==> src/rtl/otter_pkg.sv <==
// Shared OTTER pipeline definitions: word width, reset/NOP defaults,
// IF/ID bundle layout and a word-alignment helper.
package otter_pkg;

  localparam int unsigned XLEN = 32;

  localparam logic [XLEN-1:0] RESET_VECTOR_DEFAULT = 32'h0000_0000;
  localparam logic [XLEN-1:0] NOP_INSTR_DEFAULT    = 32'h0000_0013;  // addi x0,x0,0

  // IF/ID pipeline bundle
  typedef struct packed {
    logic            valid;
    logic [XLEN-1:0] pc;
    logic [XLEN-1:0] npc;
    logic [XLEN-1:0] instr;
  } if_id_t;

  // Force a byte address onto a word boundary
  function automatic logic [XLEN-1:0] align_word(input logic [XLEN-1:0] addr);
    return {addr[XLEN-1:2], 2'b00};
  endfunction

endpackage

==> src/rtl/fetch_skid_buf.sv <==
// Skid register for the fetch stage: parks the instruction returned by
// imem on the first stalled cycle so the memory need not hold its output.
//   CLK, RST    : clock, synchronous active-high reset
//   capture_i   : latch data_i (first stalled edge with a live, unheld slot)
//   release_i   : a new fetch issues; the parked word is consumed
//   flush_i     : redirect; drop the parked word
//   data_i      : imem read data
//   held_o      : a parked word is valid
//   instr_o     : the parked word
module fetch_skid_buf
  import otter_pkg::*;
#(
  parameter logic [XLEN-1:0] RESET_INSTR = NOP_INSTR_DEFAULT
) (
  input  logic            CLK,
  input  logic            RST,
  input  logic            capture_i,
  input  logic            release_i,
  input  logic            flush_i,
  input  logic [XLEN-1:0] data_i,
  output logic            held_o,
  output logic [XLEN-1:0] instr_o
);

  logic            held_q, held_d;
  logic [XLEN-1:0] hold_instr_q, hold_instr_d;

  // Release/flush take priority over capture
  always_comb begin
    held_d       = held_q;
    hold_instr_d = hold_instr_q;
    if (flush_i || release_i) begin
      held_d = 1'b0;
    end else if (capture_i) begin
      held_d       = 1'b1;
      hold_instr_d = data_i;
    end
  end

  always_ff @(posedge CLK) begin
    if (RST) begin
      held_q       <= 1'b0;
      hold_instr_q <= RESET_INSTR;
    end else begin
      held_q       <= held_d;
      hold_instr_q <= hold_instr_d;
    end
  end

  assign held_o  = held_q;
  assign instr_o = hold_instr_q;

endmodule

==> src/rtl/otter_fetch_stage.sv <==
// OTTER instruction-fetch stage: owns the PC, drives the synchronous imem
// port, skids the returned word across decode stalls and takes EX redirects.
//   CLK, RST        : clock, synchronous active-high reset
//   stall_i         : decode cannot accept; hold the presented bundle
//   redirect_i      : taken branch/jump from EX; kill slot and refetch
//   redirect_pc_i   : redirect target (low two bits ignored)
//   imem_addr_o     : fetch address
//   imem_rden_o     : fetch read enable
//   imem_rdata_i    : fetch data, one cycle after the request
//   if_valid_o, if_pc_o, if_npc_o, if_instr_o : bundle to decode
module otter_fetch_stage
  import otter_pkg::*;
#(
  parameter logic [XLEN-1:0] RESET_VECTOR = RESET_VECTOR_DEFAULT,
  parameter logic [XLEN-1:0] NOP_INSTR    = NOP_INSTR_DEFAULT
) (
  input  logic            CLK,
  input  logic            RST,
  input  logic            stall_i,
  input  logic            redirect_i,
  input  logic [XLEN-1:0] redirect_pc_i,
  output logic [XLEN-1:0] imem_addr_o,
  output logic            imem_rden_o,
  input  logic [XLEN-1:0] imem_rdata_i,
  output logic            if_valid_o,
  output logic [XLEN-1:0] if_pc_o,
  output logic [XLEN-1:0] if_npc_o,
  output logic [XLEN-1:0] if_instr_o
);

  logic [XLEN-1:0] pc_q, pc_d;
  logic            slot_valid_q, slot_valid_d;
  logic [XLEN-1:0] slot_pc_q, slot_pc_d;

  logic            issue_c;
  logic            capture_c;
  logic [XLEN-1:0] fetch_addr_c;
  logic            held;
  logic [XLEN-1:0] held_instr;
  if_id_t          if_id_c;

  // Issue/target selection and next-state; redirect beats stall
  always_comb begin
    issue_c      = !RST && (redirect_i || !stall_i);
    fetch_addr_c = redirect_i ? align_word(redirect_pc_i) : pc_q;
    capture_c    = !RST && stall_i && !redirect_i && slot_valid_q && !held;
    pc_d         = pc_q;
    slot_valid_d = slot_valid_q;
    slot_pc_d    = slot_pc_q;
    if (issue_c) begin
      pc_d         = fetch_addr_c + XLEN'(4);
      slot_valid_d = 1'b1;
      slot_pc_d    = fetch_addr_c;
    end
  end

  always_ff @(posedge CLK) begin
    if (RST) begin
      pc_q         <= RESET_VECTOR;
      slot_valid_q <= 1'b0;
      slot_pc_q    <= '0;
    end else begin
      pc_q         <= pc_d;
      slot_valid_q <= slot_valid_d;
      slot_pc_q    <= slot_pc_d;
    end
  end

  fetch_skid_buf #(
    .RESET_INSTR (NOP_INSTR)
  ) u_skid (
    .CLK       (CLK),
    .RST       (RST),
    .capture_i (capture_c),
    .release_i (issue_c),
    .flush_i   (redirect_i),
    .data_i    (imem_rdata_i),
    .held_o    (held),
    .instr_o   (held_instr)
  );

  // Bundle to decode; a redirect kills the slot in the same cycle
  always_comb begin
    if_id_c.valid = slot_valid_q && !redirect_i && !RST;
    if_id_c.pc    = slot_pc_q;
    if_id_c.npc   = slot_pc_q + XLEN'(4);
    if_id_c.instr = !if_id_c.valid ? NOP_INSTR : (held ? held_instr : imem_rdata_i);
  end

  assign imem_addr_o = fetch_addr_c;
  assign imem_rden_o = issue_c;
  assign if_valid_o  = if_id_c.valid;
  assign if_pc_o     = if_id_c.pc;
  assign if_npc_o    = if_id_c.npc;
  assign if_instr_o  = if_id_c.instr;

endmodule

==> config.mk <==
export PLATFORM = sky130hd
export DESIGN_NAME = otter_fetch_stage
export DESIGN_NICKNAME = d
export VERILOG_FILES = /design/src/rtl/otter_pkg.sv /design/src/rtl/fetch_skid_buf.sv /design/src/rtl/otter_fetch_stage.sv
export SDC_FILE = /design/constraint.sdc
export NUM_CORES = 1
export LEC_CHECK = 0
export BUFFER_PORTS_ARGS = -buffer_cell sky130_fd_sc_hd__buf_4
export CAP_MARGIN = 20
export CORE_ASPECT_RATIO = 0.8
export CORE_UTILIZATION = 45
export DETAILED_ROUTE_END_ITERATION = 8
export PLACE_DENSITY_LB_ADDON = 0.05
export SLEW_MARGIN = 15
export SYNTH_ARGS = -nofsm -noshare
export SYNTH_HDL_FRONTEND = slang
export SYNTH_SLANG_ARGS = --single-unit
==> constraint.sdc <==
create_clock -name CLK -period 4.9 [get_ports CLK]
set_clock_uncertainty 0.15 [all_clocks]
set_input_delay 0.98 -clock CLK [delete_from_list [all_inputs] [get_ports CLK]]
set_output_delay 0.98 -clock CLK [all_outputs]
set_load 0.01 [all_outputs]
* Word-level counts from Yosys, hierarchy flattened
Cells that the tools add are included.
W data, S select, Z words.
** Word-level totals
- Word-level logic and storage cells :: 26
- Register bits :: 98
** Operators by class
- Add/subtract/negate cells :: 2
- Muxes and demuxes :: 3
- Bitwise gates (word level) :: 1
- Reduce and logical (&&, ||, !) cells :: 15
** Operators with widths (number)
- $mux W32 :: 3
- $add A32 B3 Y32 const B :: 2
- $logic_and A1 B1 Y1 :: 7
- $logic_not A1 Y1 :: 4
- $logic_or A1 B1 Y1 :: 2
- $reduce_and A2 Y1 :: 1
- $reduce_or A2 Y1 :: 1
- $not A1 Y1 :: 1

* Logic depth before layout (Yosys ltp)
Gate-level depths: netlist of the first run.
- Word-level depth :: 6
- Mapped depth :: 12
- Depth with buffers taken out :: 7

* By module
From an unflattened synthesis of the first run, not the netlist that was laid out.
** Unflattened totals
- Cell total of the unflattened synthesis :: 714
- Area, all modules :: 5904.4 um^2
** By module, submodules not included
- otter_fetch_stage :: times used 1, cells each 571, area an instance 4415.5 um^2
- fetch_skid_buf :: times used 1, cells each 143, area an instance 1488.9 um^2

* Worst setup path after synthesis of the first run
No wires, ideal clock.
- Kind :: input to register
- Start :: input port redirect_i
- End :: register pc_q[26]
- Path slack :: 958 ps
- Data arrival time :: 3673 ps
- Buffers on the path :: 5
- Setup time :: 120 ps
- Cell stages on the path :: 12
- Cell sequence :: buf_6 > clkbuf_1 > buf_2 > buf_2 > buf_2 > mux2_2 > ha_1 > inv_1 > a211oi_1 > nand4_1 > mux2i_1 > a211o_1
** On the way
- Cells in the longest elaborated chain, start to end :: 2
- Elaborated cells on any way between the ends :: 4
** RTL lines
- from (decl) :: RTL line otter_fetch_stage.sv:20 : input logic redirect_i,
- $mux W32 :: RTL line otter_fetch_stage.sv:45 : fetch_addr_c = redirect_i ? align_word(redirect_pc_i) : pc_q;
- via imem_addr_o[3] :: RTL line otter_fetch_stage.sv:22 : output logic [XLEN-1:0] imem_addr_o,
- $add A32 B3 Y32 :: RTL line otter_fetch_stage.sv:51 : pc_d = fetch_addr_c + XLEN'(4);
- to (signal assigned) :: RTL line otter_fetch_stage.sv:63 : pc_q <= pc_d;
- to (decl) :: RTL line otter_fetch_stage.sv:31 : logic [XLEN-1:0] pc_q, pc_d;
The timed path passes the listed nets, and every way through them passes these cells.
A chain may end at the register's enable or synchronous reset.

* Worst setup path after layout of the first run
- Start :: register slot_pc_q[4] (netlist: if_pc_o[4])
- End :: output port if_npc_o[31]
** On the way
- Cells in the longest elaborated chain, start to end :: 1
** RTL lines
- from (decl) :: RTL line otter_fetch_stage.sv:33 : logic [XLEN-1:0] slot_pc_q, slot_pc_d;
- from (signal assigned) :: RTL line otter_fetch_stage.sv:65 : slot_pc_q <= slot_pc_d;
- $add A32 B3 Y32 :: RTL line otter_fetch_stage.sv:86 : if_id_c.npc = slot_pc_q + XLEN'(4);
- to (decl) :: RTL line otter_fetch_stage.sv:27 : output logic [XLEN-1:0] if_npc_o,
No other way between the ends.

==> metrics.txt, run 1 <==
status=finished with violations; violated checks=DRC; first-pass GRT wire length=26000 um; Starting Density=46.9%; layout cell share with drive strength beyond 1=26.5%; grt total ovfl=0; Post-Syn Area=approximately 5500 sq um; multiplexer area fraction after synthesis=between 10% and 20%; Arr. time, crit path=2.91 ns; clk sinks=96; met3 usage=approximately 5.3%; via density per instance=approximately 5.6; largest family of logic cells by synthesized area=simple AND/OR/NAND/NOR gates; setup bufs post-CTS=0; Worst Tran Pin Value=between 1 and 1.5 ns; Tcrit/Tclk final=roughly 82%; initial antenna violation count=0; Worst EP required=between 3 and 4 ns; pre-CTS WS=between 0.9 and 1 ns; IO Port Bufs=195; startpoint types=flip-flop; Post-synth top cells=nand2_1 (125), dfxtp_1 (96), nor2_1 (86); grt met1 use=32.4%; simple-gate share of the synthesized area=a little over a quarter; crit path max fanout=6; top cell type by total area after synthesis=dfxtp_1; Final WS setup=roughly 0.86 ns; main area contributors after synthesis=dfxtp_1 (35%), mux2i_1 (11%), nand2_1 (8.5%); P_sw=0.579 mW; IO Count=approximately 200; Post-Syn Area per Cell=7.69 sq um; Setup crit end kind=output pin; total length of routed wires=16400 um; DRC=13; Net Count, Synth=approximately 800; most frequent CP cell=nand4_1; # fillers=1068; r2r setup slk=approximately 2.1 ns; die width=approximately 130 um; slew margin rel.=28.1%; RePlAce Congestion=0.847; post-synthesis sequential area ratio=34.9%; xor/xnor share of the synthesized area=approximately 5.6%; Max Root-Sink Buffers=2; CP max-delay cell=nor4_1; CTS Buf Count=9; Yosys top cell area share=roughly a third; P_leak=~3.3 nW; row cnt=35; fmax=about 0.25 GHz; vias in the first global route=about 5300; worst min path class=flip-flop to flip-flop; area grow syn2layout=32.9%; area of the core=roughly 12000 sq um; count leader, synth=nand2_1; number of synthesized flops with an enable pin=0; via count=just under 6000; Primary FF master, synth=dfxtp_1; power per cell area=around 270 nW/um^2; worst vdd ir=roughly 0.18 mV; Largest stage delay, worst path=approximately 0.87 ns; critical path type=flip-flop to output pin; Setup Viol. Count Final=0; RSZ-0062 raised after global routing=false; max capacitance violation total=0; clock slew at reported path FFs=0.07 ns; Die Area=around 13000 sq um; Net Sw Frac=29.4%; largest net degree at the start of global routing=73; wire per inst=15.8 um; synthesized flop and latch total=96; Seq pwr share=44.9%; Post-synth ARST share=0%; CTS tree=yes; die height=roughly 100 um; Nets=956; combinational share of power=between 20% and 30%; hold buffer count at cts=0; met2 Usage GRT=44.4%; Final ANT Viol Nets=0; Int Pwr=approximately 1.4 mW; final hold vios=0; min cycle time layout=4.04 ns; Yosys warning count=0; Synth Area in Compound Gates=between 10% and 20%; Final HPWL DP=between 10000 and 15000 um; # diodes=0; level count of the clock H-tree=3; adder-cell area share of the yosys netlist=less than 1%; root buffer cell=clkbuf_16; # resized after CTS=0; count of distinct cell types in the synthesized netlist=between 50 and 60; clock share of power=33.5%; DRT iter0 DRCs=~370; setup_tns=0 ns; Most Used Layer, Global Route=met2; Critical Path, Cell by Cell=nand4_1 -> nor4_1 -> nand4_1 -> nor2_1 -> xor2_1 -> buf_4; overall routing resource usage=roughly a quarter; First-pass DRT Iterations=9; Clock Latency Late Sink=0.34 ns; Post-Syn Instances=716; Max Slew Vio Count=0
## final cells by class
cell class              instances  area [sq um]  area share (%)
repair buffers                206          1550            21.1
inverters                      31           116            1.59
well taps                     148           185            2.53
clock inverters                 5          32.5           0.445
clock buffers                  11           243            3.32
multi-input cells             542          3270            44.7
flip-flops and latches         96          1920            26.3
## cell usage in the layout (no fill, tap or decap), types with 5 or more instances in the layout
cell type / count
a211oi_1: 29
a21oi_1: 43
a22oi_1: 8
and3_1: 8
buf_4: 206
clkbuf_16: 9
dfxtp_1: 95
inv_1: 30
mux2_2: 8
mux2i_1: 61
nand2_1: 125
nand3_1: 40
nand3b_1: 7
nand4_1: 20
nand4b_1: 5
nor2_1: 86
nor3_1: 10
o21ai_0: 9
xnor2_1: 22
xor2_1: 13
## worst max-delay path: cells and delay by family, from the launching register on
family,cells,cell delay [ns]
xor gates and xnor gates,1,0.16
buffers and inverters,1,0.13
DFF,1,0.44
and+or+nand+nor,4,1.84
## kinds of logic after synthesis
| kind of cell | Yosys count |
|---|---|
| flip-flops | 96 |
| adder cells (fa/ha/maj) | 2 |
| buffers and inverters | 78 |
| multiplexers | 69 |
| XOR/XNOR | 35 |
| AND/OR/NAND/NOR | 321 |
| AO/OA/AOI/OAI | 115 |
## power groups by stage
stage               clock network, mW  logic (mW)  registers (mW)
detailed placement                  0       0.422           0.901
floorplan                           0       0.219           0.894
finish                          0.660       0.424           0.885
global placement                    0       0.414           0.897
global route                    0.707       0.461           0.892
CTS                             0.673       0.425           0.883
## path summary, 6_finish.rpt
kind / from / cells after the start / to
max reg2reg: pc_q[5]$_SDFFE_PP0P_ / 5 / pc_q[25]$_SDFFE_PP0P_
min reg2reg: u_skid.instr_o[7]$_SDFFE_PP0P_ / 2 / u_skid.instr_o[7]$_SDFFE_PP0P_
max: if_pc_o[4]$_SDFFE_PP0P_ / 6 / if_npc_o[31]
min: u_skid.instr_o[7]$_SDFFE_PP0P_ / 2 / u_skid.instr_o[7]$_SDFFE_PP0P_
## metrics by stage
step                      hold WS (ns)  std cells  area, sq um  total power [mW]  util, %
after floorplan                  0.286        716         5510              1.11        -
after global placement           0.291       1023         7040              1.31     60.0
after detailed placement         0.298       1023         7040              1.32     60.0
after CTS                        0.307       1039         7310              1.98     62.3
after global routing             0.319       1039         7310              2.06     62.3
final                            0.305       1039         7310              1.97     62.3
## registers in the layout, summed over array words and instances (netlist names)
name and count:
if_pc_o 30, pc_q 32, slot_valid_q 1, u_skid.instr_o 32, u_skid.held_o 1
## routing by layer
metal | routed length, um | part of all wire, % | vias up
met3 | 1220 | 7.4 | 21
met2 | 7880 | 48 | 235
met1 | 7140 | 43 | 2691
li1 | - | - | 2834
met4 | 182 | 1.1 | 0
met5 | 0 | 0 | -
(Power assumes the default switching activity.)
==> run 2: changes to the inputs <==
Clock period 4.9 ns to 4 ns, I/O delays scaled along.
==> run 2 against run 1 <==
Effect of this change: clock power grew 24%; global-route usage decreased by 0.54 points; power grew 23%; the run still ends with DRC left; via count shrank 0.76%.
==> metrics.txt, run 2 (same netlist as run 1, synthesis figures left out) <==
status=finished with violations; violated checks=DRC; clock slew at reported path FFs=0.06 ns (about the same); commonest non-fill, non-tap cell in the layout=buf_4; Setup Viol. Count Final=0 (unchanged); largest net degree at the start of global routing=64 (-12%); most frequent cells in the layout=buf_4 (211), nand2_1 (125), dfxtp_1 (95); Nets=961 (+0.52%); first-pass GRT wire length=25400 um (-2.5%); RePlAce Congestion=0.845 (-0.24%); grt total ovfl=0 (unchanged); Starting Density=46.9% (unchanged); Final ANT Viol Nets=0 (unchanged); pre-CTS WS=0.763 ns (-0.159 ns); critical path type=flip-flop to output pin; initial antenna violation count=0 (unchanged); FF-to-FF End=pc_q[30]$_SDFFE_PP0P_; Reg area=1920 sq um (unchanged); area of the core=11700 sq um (unchanged); IO Port Bufs=195 (unchanged); fmax=~0.28 GHz; root buffer cell=clkbuf_16; # diodes=0 (unchanged); IO Count=198 (unchanged); CTS Buf Count=9 (unchanged); Worst Tran Pin Value=1.07 ns (-0.00683 ns); reg-to-reg startpoint=pc_q[2]$_SDFFE_PP0P_; Final WS setup=0.429 ns (-0.433 ns); Clock Latency Late Sink=0.35 ns (about the same); multi-input logic area=3270 sq um (unchanged); DRT iter0 DRCs=425 (+16%); Max Slew Vio Count=0 (unchanged); vias in the first global route=5076 (-5.1%); # fillers=1081 (+1.2%); row cnt=35 (unchanged); DRC=13 (unchanged); min cycle time layout=roughly 3.6 ns; Die Area=12700 sq um (unchanged); Critical Path Sink=if_npc_o[31]; First-pass DRT Iterations=9 (unchanged); setup_tns=0 ns (unchanged); hold buffer count at cts=0 (unchanged); via count=5737 (-0.76%); level count of the clock H-tree=3 (unchanged); max capacitance violation total=0 (unchanged); clk sinks=96 (unchanged); Final HPWL DP=11900 um (+1.3%); overall routing resource usage=25.1% (-0.54 points); hold-critical path depth=2 (unchanged); CTS tree=yes; RSZ-0062 raised after global routing=false; # resized after CTS=0 (unchanged); die height=101 um (unchanged); Crit. Startpoint=if_pc_o[4]$_SDFFE_PP0P_; wire per inst=15.5 um (-1.9%); final hold vios=0 (unchanged); startpoint types=flip-flop; die width=126 um (unchanged); power per cell area=329 nW/um^2 (+22%); r2r setup slk=1.63 ns (-0.44 ns); crit path max fanout=6 (unchanged); Arr. time, crit path=2.62 ns (-0.29 ns); area grow syn2layout=33.5%; non-filler cells, final=1042 (+0.29%); via density per instance=5.51 (-1.0%); worst min path class=flip-flop to flip-flop; r2r worst-path depth=7 (+2); DP Cell Count=1028 (+0.49%); setup bufs post-CTS=0 (unchanged); P_leak=3.32 nW (+1.0%); post-layout util=62.6% (+0.31 points); Tcrit/Tclk final=89.3%; worst vdd ir=0.199 mV (+11%); total length of routed wires=16200 um (-1.6%); slew margin rel.=28.6% (+0.46 points); layout cell share with drive strength beyond 1=26.6% (+0.13 points); Setup crit end kind=output pin; Worst EP required=3.05 ns (-0.72 ns); Max Root-Sink Buffers=2 (unchanged)
run 2: cell count changes in the layout (fill, tap and decap cells not counted):
| cell | change |
|---|---|
| clkinv_2 | -2 |
| buf_4 | +5 |
| clkbuf_8 | +2 |
| clkinvlp_4 | -3 |
| clkbuf_1 | +1 |
run 2: layout make-up:
class	count	share of cell area, %
multi-input cells	542	44.5
flip-flops and latches	96	26.2
repair buffers	211	21.5
clock buffers	14	3.73
well taps	148	2.52
inverters	31	1.58
run 2: per-layer routing:
metal  vias up  GRT usage (%)  routed length (um)
met5         -              0                   0
met4         0           5.82                 102
met3        12           5.57                1110
met2       215           41.8                7730
met1      2669           33.0                7220
li1       2841              -                   -
run 2: how the worst min path moves through the flow:
stage                     slack (ns)                               to                             from
final                           0.30  u_skid.instr_o[31]$_SDFFE_PP0P_  u_skid.instr_o[31]$_SDFFE_PP0P_
after global routing            0.32   u_skid.instr_o[5]$_SDFFE_PP0P_   u_skid.instr_o[5]$_SDFFE_PP0P_
after CTS                       0.30  u_skid.instr_o[31]$_SDFFE_PP0P_  u_skid.instr_o[31]$_SDFFE_PP0P_
after detailed placement        0.30  u_skid.instr_o[31]$_SDFFE_PP0P_  u_skid.instr_o[31]$_SDFFE_PP0P_
after global placement          0.29  u_skid.instr_o[10]$_SDFFE_PP0P_  u_skid.instr_o[10]$_SDFFE_PP0P_
after floorplan                 0.29  u_skid.instr_o[10]$_SDFFE_PP0P_  u_skid.instr_o[10]$_SDFFE_PP0P_
run 2: report_power, final:
part	leakage (nW)	internal (mW)	total, mW	switching (mW)
logic	2.40	0.253	0.521	0.268
clock network	0.135	0.467	0.817	0.350
registers	0.789	1.02	1.08	0.0675
run 2: critical path, stage by stage, from the launching register on:
cell	delay [ns]
dfxtp_1	0.43
nand4_1	0.29
nor4_1	0.57
buf_4	0.23
nand4_1	0.23
nor2_1	0.24
xor2_1	0.16
buf_4	0.13
run 2: metrics by stage:
stage          cell area (sq um)  power, mW  hold WS, ns
2_1_floorplan               5510       1.36        0.286
3_5_place_dp                7080       1.62        0.296
4_1_cts                     7350       2.44        0.305
3_3_place_gp                7080       1.61        0.291
6_report                    7350       2.42        0.304
5_1_grt                     7350       2.53        0.322
==> run 3: changes to the inputs <==
==> constraint.sdc (replaced) <==
create_clock -name CLK -period 4 [get_ports CLK]
set_clock_uncertainty 0.15 [all_clocks]
set_input_delay 0.4 -clock CLK [delete_from_list [all_inputs] [get_ports CLK]]
set_output_delay 0.4 -clock CLK [all_outputs]
set_load 0.01 [all_outputs]
==> run 3 against run 2 <==
Effect of this change: the run still ends with DRC left; sequential power about the same; cell count did not move; core utilization grew 0.28 points; flip-flop and latch count is the same; sequential share of layout area shrank 0.12 points; combinational power about the same; non-clock buffer count fell by 2; critical path depth down 1; count of clock-buffer cells in the layout down 4; routed wire length shrank 0.42%; power grew 4.7%.
==> metrics.txt, run 3 (same netlist as run 1, synthesis figures left out) <==
status=finished with violations; violated checks=DRC; Clock Latency Late Sink=0.34 ns (about the same); DRT iter0 DRCs=429 (+0.94%); Hold Path End=u_skid.instr_o[0]$_SDFFE_PP1P_; Worst Tran Pin Value=1.04 ns (-0.0290 ns); DRC=13 (unchanged); crit path max fanout=6 (unchanged); via density per instance=5.48 (-0.47%); CTS tree=yes; Hold Startpoint=imem_rdata_i[0]; Setup Viol. Count Final=0 (unchanged); Die Area=12700 sq um (unchanged); r2r setup slk=1.63 ns (about the same); commonest non-fill, non-tap cell in the layout=buf_4; reg-to-reg startpoint=pc_q[2]$_SDFFE_PP0P_; r2r worst-path depth=8 (+1); wire per inst=15.4 um (-0.42%); clk sinks=96 (unchanged); Max Root-Sink Buffers=2 (unchanged); Max Slew Vio Count=0 (unchanged); most frequent cells in the layout=buf_4 (209), nand2_1 (125), dfxtp_1 (95); final hold vios=0 (unchanged); root buffer cell=clkbuf_16; DP Cell Count=1025 (-0.29%); Final ANT Viol Nets=0 (unchanged); area grow syn2layout=34.1%; RePlAce Congestion=0.849 (+0.47%); # diodes=0 (unchanged); FF-to-FF End=pc_q[26]$_SDFFE_PP0P_; first-pass GRT wire length=25100 um (-0.93%); non-filler cells, final=1042 (unchanged); slew margin rel.=30.8% (+2.2 points); clock slew at reported path FFs=0.07 ns (about the same); CTS Buf Count=9 (unchanged); level count of the clock H-tree=3 (unchanged); row cnt=35 (unchanged); startpoint types=flip-flop; vias in the first global route=5120 (+0.87%); Worst EP required=3.45 ns (+0.40 ns); critical path type=flip-flop to output pin; RSZ-0062 raised after global routing=false; fmax=0.303 GHz (+8.1%); largest net degree at the start of global routing=73 (+14%); worst min path class=input port to flip-flop; Final HPWL DP=11700 um (-1.1%); setup_tns=0 ns (unchanged); Starting Density=46.9% (unchanged); die width=126 um (unchanged); # resized after CTS=0 (unchanged); First-pass DRT Iterations=8 (-1); max capacitance violation total=0 (unchanged); grt total ovfl=0 (unchanged); hold buffer count at cts=0 (unchanged); P_leak=3.33 nW (+0.41%); layout cell share with drive strength beyond 1=26.8% (+0.22 points); via count=5710 (-0.47%); die height=101 um (unchanged); overall routing resource usage=24.6% (-0.48 points); min cycle time layout=3.30 ns (-0.268 ns); Tcrit/Tclk final=82.6% (-6.7 points); power per cell area=343 nW/um^2 (+4.2%); Arr. time, crit path=2.75 ns (+0.13 ns); setup bufs post-CTS=0 (unchanged); hold-critical path depth=3 (+1); initial antenna violation count=0 (unchanged); area of the core=11700 sq um (unchanged); Setup crit end kind=output pin; IO Count=198 (unchanged); Nets=959 (-0.21%); worst vdd ir=0.260 mV (+31%); IO Port Bufs=195 (unchanged); total length of routed wires=16100 um (-0.42%)
[run 3: cell count changes in the layout (fill, tap and decap cells not counted), sizes merged]
cell and delta:
buf -2, bufinv +2, clkbuf -4, clkinv +3, clkinvlp +1
[run 3: metal layers]
metal  global-route usage (%)  wire (um)  vias up  part of all wire, %
li1                         -          -     2839                    -
met1                     32.4       7320     2618                   45
met2                     41.6       7550      238                   47
met3                     4.62       1090       15                  6.8
met4                     5.91        133        0                 0.83
met5                        0          0        -                    0
[run 3: how the worst max path moves through the flow]
stage                                  startpoint               endpoint  slack (ns)  cells after the start
final                     if_pc_o[4]$_SDFFE_PP0P_           if_npc_o[27]        0.70                      6
after floorplan                        redirect_i  pc_q[26]$_SDFFE_PP0P_        0.64                     12
after global placement    if_pc_o[4]$_SDFFE_PP0P_           if_npc_o[27]        1.05                      6
after detailed placement               redirect_i  pc_q[30]$_SDFFE_PP0P_        1.00                      7
after global routing      if_pc_o[4]$_SDFFE_PP0P_           if_npc_o[25]        0.34                      6
after CTS                 if_pc_o[4]$_SDFFE_PP0P_           if_npc_o[29]        0.63                      6
[run 3: final cells by class]
cell class | instances | area [sq um]
Timing Repair Buffer | 209 | 1570
Sequential cell | 96 | 1920
Tap cell | 148 | 185
Multi-Input combinational cell | 542 | 3270
Clock inverter | 6 | 82.6
Inverter | 31 | 116
Fill cell | 1058 | 4350
Clock buffer | 10 | 239
[run 3: through the flow]
step | power (mW) | hold slack (ns) | instance area [sq um] | util, % | worst slack (ns)
2_1_floorplan | 1.36 | 0.286 | 5510 | - | 0.638
3_3_place_gp | 1.61 | 0.291 | 7050 | 60.1 | 1.05
3_5_place_dp | 1.62 | 0.298 | 7050 | 60.1 | 1.00
4_1_cts | 2.56 | 0.121 | 7380 | 62.8 | 0.625
5_1_grt | 2.64 | 0.139 | 7380 | 62.9 | 0.337
6_report | 2.53 | 0.134 | 7380 | 62.9 | 0.697
[run 3: power breakdown]
group | switching, mW | internal (mW)
Sequential | 0.0661 | 1.02
Clock | 0.370 | 0.562
Combinational | 0.270 | 0.252
[run 3: critical path, cell delays in order (launching register included)]
cell and delay [ns]:
dfxtp_1 0.43, nand4_1 0.28, nor4_1 0.80, nand4_1 0.38, nor2_1 0.23, xor2_1 0.15
buf_4 0.13
